$ cat src/rtl/lsu_pkg.sv
// lsu_pkg: shared types and helpers for the load/store sequencer.
//   funct3_e : RV64I load funct3 encodings, with store aliases SB/SH/SW/SD
//   state_e  : controller FSM states
//   size_e   : access size (log2 of byte count)
//   helpers  : access_size, load_signed, size_mask, align_mask
package lsu_pkg;

  typedef enum logic [2:0] {
    LB  = 3'b000,
    LH  = 3'b001,
    LW  = 3'b010,
    LD  = 3'b011,
    LBU = 3'b100,
    LHU = 3'b101,
    LWU = 3'b110
  } funct3_e;

  localparam funct3_e SB = LB;
  localparam funct3_e SH = LH;
  localparam funct3_e SW = LW;
  localparam funct3_e SD = LD;

  typedef enum logic [2:0] {
    ST_IDLE,
    ST_READ,
    ST_LOAD_RESP,
    ST_WRITE,
    ST_FAULT
  } state_e;

  typedef enum logic [1:0] {
    SZ_B = 2'd0,
    SZ_H = 2'd1,
    SZ_W = 2'd2,
    SZ_D = 2'd3
  } size_e;

  localparam logic [63:0] MASK_B = 64'h0000_0000_0000_00FF;
  localparam logic [63:0] MASK_H = 64'h0000_0000_0000_FFFF;
  localparam logic [63:0] MASK_W = 64'h0000_0000_FFFF_FFFF;
  localparam logic [63:0] MASK_D = 64'hFFFF_FFFF_FFFF_FFFF;

  // Unlisted encodings (3'b111 load, 1xx store) fall through to doubleword.
  function automatic size_e access_size(input logic we, input logic [2:0] f3);
    size_e sz;
    if (we) begin
      case (f3)
        SB:      sz = SZ_B;
        SH:      sz = SZ_H;
        SW:      sz = SZ_W;
        default: sz = SZ_D;
      endcase
    end else begin
      case (f3)
        LB, LBU: sz = SZ_B;
        LH, LHU: sz = SZ_H;
        LW, LWU: sz = SZ_W;
        default: sz = SZ_D;
      endcase
    end
    return sz;
  endfunction

  function automatic logic load_signed(input logic [2:0] f3);
    return (f3 == LB) || (f3 == LH) || (f3 == LW);
  endfunction

  function automatic logic [63:0] size_mask(input size_e sz);
    logic [63:0] m;
    case (sz)
      SZ_B:    m = MASK_B;
      SZ_H:    m = MASK_H;
      SZ_W:    m = MASK_W;
      default: m = MASK_D;
    endcase
    return m;
  endfunction

  // Low address bits that must be zero for a naturally aligned access.
  function automatic logic [2:0] align_mask(input size_e sz);
    logic [2:0] m;
    case (sz)
      SZ_B:    m = 3'b000;
      SZ_H:    m = 3'b001;
      SZ_W:    m = 3'b011;
      default: m = 3'b111;
    endcase
    return m;
  endfunction

endpackage

$ cat src/rtl/lsu_align.sv
// lsu_align: combinational byte-lane logic for the load/store sequencer.
//   size       : access size
//   sext       : sign-extend the extracted load value
//   off        : byte offset inside the doubleword (already size-aligned)
//   rdata      : doubleword read from memory
//   wdata      : right-aligned store data
//   load_data  : extracted and extended load result
//   merge_data : doubleword with the store bytes merged into rdata
module lsu_align
  import lsu_pkg::*;
#(
  parameter int XLEN = 64
) (
  input  size_e            size,
  input  logic             sext,
  input  logic [2:0]       off,
  input  logic [XLEN-1:0]  rdata,
  input  logic [XLEN-1:0]  wdata,
  output logic [XLEN-1:0]  load_data,
  output logic [XLEN-1:0]  merge_data
);

  logic [5:0]      shamt;
  logic [XLEN-1:0] lane;
  logic [XLEN-1:0] mask;

  assign shamt = {off, 3'b000};

  always_comb begin
    lane = rdata >> shamt;
    mask = size_mask(size) << shamt;
    case (size)
      SZ_B:    load_data = {{(XLEN-8){sext & lane[7]}}, lane[7:0]};
      SZ_H:    load_data = {{(XLEN-16){sext & lane[15]}}, lane[15:0]};
      SZ_W:    load_data = {{(XLEN-32){sext & lane[31]}}, lane[31:0]};
      default: load_data = lane;
    endcase
    // For SD the mask is all ones, so rdata drops out and wdata passes through.
    merge_data = (rdata & ~mask) | ((wdata << shamt) & mask);
  end

endmodule

$ cat src/rtl/lsu_ctrl.sv
// lsu_ctrl: load/store sequencer between execute and a 64-bit doubleword
// memory with one-cycle registered read. Sub-doubleword stores are done as
// read-modify-write.
//   Optional feature macro: LSU_MISALIGN_TRAP_EN (misaligned -> fault
//   response, no memory access). Undefined: low address bits are cleared
//   to the access size and the access proceeds.
// Ports:
//   clk, rst           : clock, synchronous active-high reset
//   req_*              : request handshake (valid/ready), we, funct3, addr, wdata
//   resp_valid/data/fault : one-cycle completion pulse and result
//   mem_address/write_data/read/write : memory command, mem_read_data return
module lsu_ctrl
  import lsu_pkg::*;
#(
  parameter int XLEN = 64
) (
  input  logic             clk,
  input  logic             rst,
  input  logic             req_valid,
  output logic             req_ready,
  input  logic             req_we,
  input  logic [2:0]       req_funct3,
  input  logic [XLEN-1:0]  req_addr,
  input  logic [XLEN-1:0]  req_wdata,
  output logic             resp_valid,
  output logic [XLEN-1:0]  resp_data,
  output logic             resp_fault,
  output logic [XLEN-1:0]  mem_address,
  output logic [XLEN-1:0]  mem_write_data,
  output logic             mem_read,
  output logic             mem_write,
  input  logic [XLEN-1:0]  mem_read_data
);

  state_e          state_q, state_d;
  logic [XLEN-1:0] addr_q;
  logic [XLEN-1:0] wdata_q;
  logic [2:0]      f3_q;
  logic            we_q;

  logic            accept;
  size_e           req_size;
  size_e           cur_size;
  logic            req_misaligned;
  logic [2:0]      off;
  logic [XLEN-1:0] load_data;
  logic [XLEN-1:0] merge_data;
  logic [XLEN-1:0] dw_addr;

  assign accept   = req_valid && req_ready;
  assign req_size = access_size(req_we, req_funct3);
  assign cur_size = access_size(we_q, f3_q);
  assign dw_addr  = {addr_q[XLEN-1:3], 3'b000};

`ifdef LSU_MISALIGN_TRAP_EN
  assign req_misaligned = |(req_addr[2:0] & align_mask(req_size));
  // Misaligned requests never reach the datapath, so the raw offset is aligned.
  assign off = addr_q[2:0];
`else
  assign req_misaligned = 1'b0;
  assign off = addr_q[2:0] & ~align_mask(cur_size);
`endif

  lsu_align #(.XLEN(XLEN)) u_align (
    .size       (cur_size),
    .sext       (load_signed(f3_q) && !we_q),
    .off        (off),
    .rdata      (mem_read_data),
    .wdata      (wdata_q),
    .load_data  (load_data),
    .merge_data (merge_data)
  );

  always_ff @(posedge clk) begin
    if (rst) begin
      state_q <= ST_IDLE;
      addr_q  <= '0;
      wdata_q <= '0;
      f3_q    <= '0;
      we_q    <= 1'b0;
    end else begin
      state_q <= state_d;
      if (accept) begin
        addr_q  <= req_addr;
        wdata_q <= req_wdata;
        f3_q    <= req_funct3;
        we_q    <= req_we;
      end
    end
  end

  always_comb begin
    state_d        = state_q;
    req_ready      = 1'b0;
    resp_valid     = 1'b0;
    resp_data      = '0;
    resp_fault     = 1'b0;
    mem_address    = '0;
    mem_write_data = '0;
    mem_read       = 1'b0;
    mem_write      = 1'b0;

    case (state_q)
      ST_IDLE: begin
        req_ready = 1'b1;
        if (req_valid) begin
          if (req_misaligned)                 state_d = ST_FAULT;
          else if (req_we && req_size == SZ_D) state_d = ST_WRITE;
          else                                state_d = ST_READ;
        end
      end
      ST_READ: begin
        mem_read    = 1'b1;
        mem_address = dw_addr;
        state_d     = we_q ? ST_WRITE : ST_LOAD_RESP;
      end
      ST_LOAD_RESP: begin
        resp_valid = 1'b1;
        resp_data  = load_data;
        state_d    = ST_IDLE;
      end
      ST_WRITE: begin
        mem_write      = 1'b1;
        mem_address    = dw_addr;
        mem_write_data = merge_data;
        resp_valid     = 1'b1;
        state_d        = ST_IDLE;
      end
      ST_FAULT: begin
        resp_valid = 1'b1;
`ifdef LSU_MISALIGN_TRAP_EN
        resp_fault = 1'b1;
`endif
        state_d    = ST_IDLE;
      end
      default: state_d = ST_IDLE;
    endcase

    // Outputs are quiet during reset; this also drops a pending RMW write.
    if (rst) begin
      req_ready      = 1'b0;
      resp_valid     = 1'b0;
      resp_data      = '0;
      resp_fault     = 1'b0;
      mem_address    = '0;
      mem_write_data = '0;
      mem_read       = 1'b0;
      mem_write      = 1'b0;
    end
  end

endmodule

$ cat config.mk
export PLATFORM = sky130hd
export DESIGN_NAME = lsu_ctrl
export DESIGN_NICKNAME = d
export VERILOG_FILES = /design/src/rtl/lsu_pkg.sv /design/src/rtl/lsu_align.sv /design/src/rtl/lsu_ctrl.sv
export SDC_FILE = /design/constraint.sdc
export NUM_CORES = 1
export LEC_CHECK = 0
export BUFFER_PORTS_ARGS = -buffer_cell sky130_fd_sc_hd__buf_4
export CELL_PAD_IN_SITES_DETAIL_PLACEMENT = 0
export CELL_PAD_IN_SITES_GLOBAL_PLACEMENT = 2
export CORE_ASPECT_RATIO = 1.4
export CORE_MARGIN = 2
export CORE_UTILIZATION = 27
export CTS_CLUSTER_SIZE = 10
export DETAILED_ROUTE_END_ITERATION = 10
export GPL_TIMING_DRIVEN = 1
export PLACE_DENSITY = 0.89
export SETUP_SLACK_MARGIN = 0.4
export SLEW_MARGIN = 40
export SYNTH_ARGS = -nofsm -noshare
export SYNTH_HDL_FRONTEND = slang
export SYNTH_HIERARCHICAL = 1
export SYNTH_SLANG_ARGS = --single-unit
$ cat constraint.sdc
create_clock -name clk -period 2.65 [get_ports clk]
set_clock_uncertainty 0.2 [all_clocks]
set_input_delay 0.265 -clock clk [delete_from_list [all_inputs] [get_ports clk]]
set_output_delay 0.265 -clock clk [all_outputs]
set_load 0.02 [all_outputs]
==> results of run 1 <==
## per-stage QoR
| stage | power, mW | instance area, sq um | setup slack (ps) |
|---|---|---|---|
| 2_1_floorplan | 4.099 | 12090 | -81.48 |
| 3_3_place_gp | 5.137 | 16290 | -332.5 |
| 3_5_place_dp | 5.172 | 16290 | -354.8 |
| 4_1_cts | 7.799 | 18530 | -763.1 |
| 5_1_grt | 8.307 | 19290 | -880.2 |
| 6_report | 7.941 | 19290 | -793.6 |
## metal layers
layer	track usage (%)	vias up
li1	-	5586
met4	10.45	0
met2	35.03	510
met3	3.358	112
met1	26.70	5704
met5	0	-
## flip-flops by register name, summed over array words and instances, names as in the netlist
signal	flops
we_q	1
f3_q	3
addr_q	64
state_q	2
wdata_q	64
## kinds of logic (layout without fill, tap and decap cells)
kind of cell	count (synthesis)	after routing	synth area share [%]
buf+inv	127	749	5.780
simple gates	561	561	27.18
compound gates	121	121	6.938
other cells	1	12	0.03244
mux	289	289	36.87
flops	134	134	23.21
## what timing repair did
item	CTS	global route
setup endpoints to repair	190	159
cloned	2	11
pin swaps	9	13
hold endpoints to repair	133	0
hold buffers	133	0
buffers inserted	6	19
resized for setup	67	93
## cell usage after synthesis, drive strengths merged, types with 2 or more instances
cell,instances
nor2,38
nand2,108
o21ai,36
a22o,16
a21oi,27
inv,5
and2,192
nand4,31
nor3,6
and3b,2
and3,3
clkbuf,54
buf,68
nand2b,5
a21o,2
o21a,2
o2bb2ai,10
a31oi,7
nor4b,2
nor3b,5
nor2b,136
mux2,167
dfxtp,134
o211ai,2
a2bb2oi,7
a221o,2
mux4,69
mux2i,53
nand3,29
## report_power, final
part | total [mW] | internal, mW | leakage, nW | switching, mW
logic | 3.27 | 1.83 | 7.46 | 1.44
clock network | 2.32 | 1.32 | 0.275 | 1.00
registers | 2.35 | 2.19 | 1.11 | 0.163
total | 7.94 | 5.34 | 8.84 | 2.60
## worst max-delay path, cell delays in order (launching register included)
cell and delay, ps:
dfxtp_4 350, a21o_4 220, nor2_4 260, mux2i_1 150
mux4_2 500, or3_4 470, buf_16 200, nand3_1 110
and2_4 150, buf_4 130
## area by class of cell
type	count	area share, %
Antenna cell	8	0.1038
Clock buffer	18	2.225
Clock inverter	14	0.7266
Inverter	5	0.09731
Multi-Input combinational cell	975	45.99
Sequential cell	134	13.94
Tap cell	546	3.542
Timing Repair Buffer	712	33.38
## worst paths after layout
check | to | cells past startpoint
max | resp_data[18] | 9
min | we_q | 3
max reg2reg | addr_q[53] | 3
min reg2reg | addr_q[8] | 2
==> metrics.md, run 1 <==
| Metric | Value |
|---|---|
| Hold/Removal Path Class | `primary input to flop` |
| DR DRC count | `0` |
| Largest net degree at the start of global routing | `74` |
| Final TNS setup | `-77,280 ps` |
| Fin nets | `roughly 2,000` |
| Drt total wl | `approximately 50,000 um` |
| Die W | `approximately 180 um` |
| Syn Area/Cell | `9.375 sq um` |
| Total grt overflow | `0` |
| Mapped Cells | `approximately 1,200` |
| CTS buffer count | `17` |
| PnR worst setup slack | `-793.6 ps` |
| Routed Antenna Nets | `0` |
| Library cells used by synthesis | `53` |
| Power per Cell Area | `about 410 nW/um^2` |
| Endpoint type of the worst setup path | `output pin` |
| Slew Viols, Final | `0` |
| Port Buf Inserts | `between 300 and 400` |
| Row count | `just under 90` |
| Worst Setup Start Kind | `flop` |
| # fillers | `around 4,000` |
| EDFF count, synth | `0` |
| Maxcap violations | `0` |
| Vias in the first global route | `11,900` |
| DR iter-0 viols | `just under 900` |
| DIE HEIGHT | `248.8 um` |
| Critical path type | `flop to output pin` |
| Final-report hold violation count | `0` |
| Seq cells post-synth | `approximately 130` |
| Max Freq | `~290 MHz` |
| Die area | `between 40,000 and 50,000 sq um` |
| Min-delay src | `req_valid` |
| Synthesis-to-layout area growth | `66.84%` |
| Synth Flop Type | `dfxtp_1` |
| FF+latch area | `approximately 2700 sq um` |
| Fin crit share | `129.9%` |
| Reg2reg setup slack | `~650 ps` |
| Minimum clock period | `3444 ps` |
| Status | `finished, violations left` |
| Routed length on met3 | `a little over 3000 um` |
| Leading cell types by total area after synthesis | `dfxtp_1, mux4_2, and2_1` |
| Share of cells above drive strength 1 | `a little over half` |
| Maximum net fanout on the critical path | `12` |
| H-Tree Level Count | `4` |
| Post-Place Cells | `~2,200` |
| Failing checks | `setup timing` |
| Area of the multi-input gates | `8870 sq um` |
| Max Used Layer | `met4` |
| Largest area contributor in the netlist | `dfxtp_1` |
| Starting Density | `between 20% and 30%` |
| CP Launch Point | `f3_q[2]` |
| Total number of vias | `between 10,000 and 15,000` |
| Met1 WL | `slightly above 20,000 um` |
| Clock sink total | `about 130` |
| Top cell type's share of synthesized area | `23.21%` |
| Drt wl/cell | `just over 20 um` |
| Clk pin slew, worst setup/hold paths | `~60 ps` |
| Slew margin rel. | `47.85%` |
| Core area | `42,200 sq um` |
| CTS root buf | `clkbuf_16` |
| Worst reg2reg path startpoint | `state_q[1]` |
| Worst hold slack | `~86 ps` |
| Worst Path Required | `approximately 2200 ps` |
| Initial antenna violation count | `8` |
| First-pass GRT wire length | `72,680 um` |
| Total track usage | `between 20% and 30%` |
| Final std cells w/o fill | `roughly 2,400` |
| Worst-Skew Late Latency | `430 ps` |
| Final core utilization | `a little under half` |
| Most frequent cells in the layout | `buf_4, nor2b_1, dlygate4sd3_1, dfxtp_1, nand2_1` |
| DRT Pass-1 Iters | `5` |
| Yosys warns | `6` |
| Lkg Pwr | `approximately 9 nW` |
| Max Buffers Root-to-Sink | `2` |
| Hpwl dp | `37,770 um` |
| Mapped Area | `11,560 sq um` |
| Met2 Wirelength | `about 25,000 um` |
| RSZ-0062 raised after global routing | `yes` |
| IO Pins | `between 300 and 400` |
| Worst Max-Slew Pin Slew | `782.2 ps` |
| Final setup vio count | `between 100 and 150` |
| RD Place Congestion | `0.9131` |
| Crit path DAT | `around 3000 ps` |
| Post-synthesis sequential area ratio | `a little under a quarter` |
| Vias/cell | `a little under 5` |
| Synth async-reset ratio | `0%` |
| Commonest non-fill, non-tap cell in the layout | `buf_4` |
| CTS tree | `built` |
| VDD IR max | `0.0004338 V` |
(Power assumes the default switching activity.)
==> run 2, diff against run 1 <==
CELL_PAD_IN_SITES_GLOBAL_PLACEMENT = 1   (was 2)
CORE_UTILIZATION = 35   (was 27)
PLACE_DENSITY = 0.91   (was 0.89)
==> metrics.md, run 2 (synthesis gave the netlist of run 1 again) <==
| Metric | Value |
|---|---|
| Status | `finished, violations left` |
| Failing checks | `setup timing` |
| Final setup vio count | `128 (unchanged)` |
| Maxcap violations | `0 (unchanged)` |
| Worst Setup Start Kind | `flop` |
| Drt total wl | `49,000 um (-2.2%)` |
| Critical path type | `flop to output pin` |
| Hpwl dp | `35,400 um (-6.3%)` |
| DP Area | `16,070 sq um (-1.4%)` |
| H-Tree Level Count | `4 (unchanged)` |
| Final std cells w/o fill | `2,270 (-5.9%)` |
| Final instance area | `19,140 sq um (-0.77%)` |
| Power per Cell Area | `422.1 nW/um^2 (+2.5%)` |
| Total track usage | `27.19% (+5.9 points)` |
| Commonest non-fill, non-tap cell in the layout | `buf_4` |
| Post-Place Cells | `2,080 (-5.5%)` |
| Max Buffers Root-to-Sink | `2 (unchanged)` |
| Fin crit share | `128.3% (-1.7 points)` |
| First-pass GRT wire length | `71,790 um (-1.2%)` |
| Crit path largest cell delay | `330 ps (-170 ps)` |
| Clock sink total | `134 (unchanged)` |
| Largest net degree at the start of global routing | `73 (-1.4%)` |
| Slew Viols, Final | `0 (unchanged)` |
| Final TNS setup | `-75,130 ps (+2153 ps)` |
| Clk pin slew, worst setup/hold paths | `60 ps (about the same)` |
| FF+latch area | `2690 sq um (about the same)` |
| Worst-path cell chain | `a21o_4, nor3b_4, buf_12, mux2i_2, nor4b_2, buf_4, o311ai_4, buf_12, buf_12, o2111ai_2, and2_4, buf_6` |
| Initial antenna violation count | `1 (-7)` |
| Fin nets | `2,015 (-1.4%)` |
| Die W | `157.6 um (-12%)` |
| RR Endpoint | `wdata_q[4]` |
| DR iter-0 viols | `921 (+6.1%)` |
| Max Freq | `294.1 MHz (+1.3%)` |
| Vias in the first global route | `12,250 (+2.9%)` |
| WHS Path Cells | `3 (unchanged)` |
| Total grt overflow | `0 (unchanged)` |
| Port Buf Inserts | `391 (unchanged)` |
| Endpoint type of the worst setup path | `output pin` |
| Row count | `78 (-12%)` |
| Drt wl/cell | `21.59 um (+4.0%)` |
| Slew margin rel. | `49.76% (+1.9 points)` |
| Routed Antenna Nets | `0 (unchanged)` |
| Most frequent cells in the layout | `buf_4, dlygate4sd3_1, nor2b_1, dfxtp_1, nand2_1` |
| DRT Pass-1 Iters | `5 (unchanged)` |
| Worst reg2reg path startpoint | `state_q[0]` |
| Power Total | `8.079 mW (+1.7%)` |
| Minimum clock period | `3400 ps (-43.73 ps)` |
| Worst Path Required | `2180 ps (about the same)` |
| CTS tree | `built` |
| Worst Max-Slew Pin Slew | `753.6 ps (-28.57 ps)` |
| Starting Density | `35.57% (+8.2 points)` |
| Worst hold slack | `90.19 ps (+3.929 ps)` |
| Synthesis-to-layout area growth | `65.56%` |
| Hold/Removal Path Class | `primary input to flop` |
| Die area | `34,520 sq um (-22%)` |
| WHS Endpoint | `f3_q[0]` |
| Total number of vias | `12,100 (+1.6%)` |
| Reg2reg path depth | `3 (unchanged)` |
| VDD IR max | `0.0005799 V (+34%)` |
| DIE HEIGHT | `219.0 um (-12%)` |
| RD Place Congestion | `0.9400 (+2.9%)` |
| PnR worst setup slack | `-749.8 ps (+43.73 ps)` |
| Reg2reg setup slack | `460 ps (-190 ps)` |
| # fillers | `2,674 (-33%)` |
| Final-report hold violation count | `0 (unchanged)` |
| IO Pins | `396 (unchanged)` |
| Lkg Pwr | `8.707 nW (-1.5%)` |
| Slowest-stage cell, CP | `dfxtp_2` |
| Min-delay src | `rst` |
| Worst-Skew Late Latency | `430 ps (about the same)` |
| Area of the multi-input gates | `9056 sq um (+2.1%)` |
| DR DRC count | `0 (unchanged)` |
| CP most frequent cell | `buf_12` |
| Top flop regs | `addr_q x64, wdata_q x64, f3_q x3` |
| RSZ-0062 raised after global routing | `yes` |
| CTS buffer count | `17 (unchanged)` |
| Core area | `32,500 sq um (-23%)` |
| Maximum net fanout on the critical path | `16 (+4)` |
| Vias/cell | `5.330 (+7.9%)` |
| Crit path DAT | `2930 ps (-50 ps)` |
| Share of cells above drive strength 1 | `55.22% (+0.54 points)` |
| CTS root buf | `clkbuf_16` |
## run 2: cell types whose count changed in the layout (fill, tap and decap cells not counted), sizes merged
cell	before	now
or4	1	2
clkbuf	25	22
diode	8	1
bufinv	1	2
clkinv	4	5
inv	12	9
clkinvlp	2	1
dlygate4sd3	133	134
buf	570	543
o21ai	36	37
## run 2: layer usage
layer	global-route usage (%)	wire length [um]	vias up
met1	32.39	18670	5836
met4	14.85	2571	0
met2	46.04	24460	610
li1	-	-	5510
met3	4.917	3295	143
met5	0	0	-
## run 2: timing repair
item	in CTS	in global routing
setup buffers	10	4
cloned	5	4
setup endpoints to repair	131	218
hold buffers	134	0
pin swaps	8	4
hold endpoints to repair	133	0
resized for setup	148	78
## run 2: how the worst max path moves through the flow
stage                     slack [ps]  startpoint                  to  cells after the start
after floorplan                  -80        we_q  mem_write_data[55]                      8
after global placement          -380     f3_q[2]  mem_write_data[41]                     11
after detailed placement        -380     f3_q[2]  mem_write_data[41]                     11
after CTS                       -730        we_q  mem_write_data[32]                      9
after global routing            -850        we_q       resp_data[60]                      9
final                           -750        we_q       resp_data[55]                     12
## run 2: critical path: cells and delay by family (launching register included)
family | cells | cell delay [ps]
buffers and inverters | 5 | 780
AND/OR/NAND/NOR | 3 | 460
AO/OA/AOI/OAI | 3 | 670
multiplexers | 1 | 250
flip-flops | 1 | 330
## run 2: through the flow
step	setup WS (ps)	util [%]
after global placement	-382.6	49.44
after detailed placement	-378.8	49.44
final	-749.8	58.89
after global routing	-845.4	58.89
after floorplan	-81.48	-
after CTS	-727.2	57.79
## run 2: layout make-up
cell class,count,area share [%]
Tap cell,440,2.877
Inverter,5,0.09806
Clock buffer,20,2.386
Sequential cell,134,14.06
Antenna cell,1,0.01308
Clock inverter,12,0.7388
Timing Repair Buffer,681,32.51
Multi-Input combinational cell,977,47.32
## run 2: power by group
part	switching (mW)	total (mW)	internal (mW)
sequential	0.170	2.36	2.19
clock	0.979	2.43	1.45
combinational	1.47	3.29	1.81
total	2.62	8.08	5.46
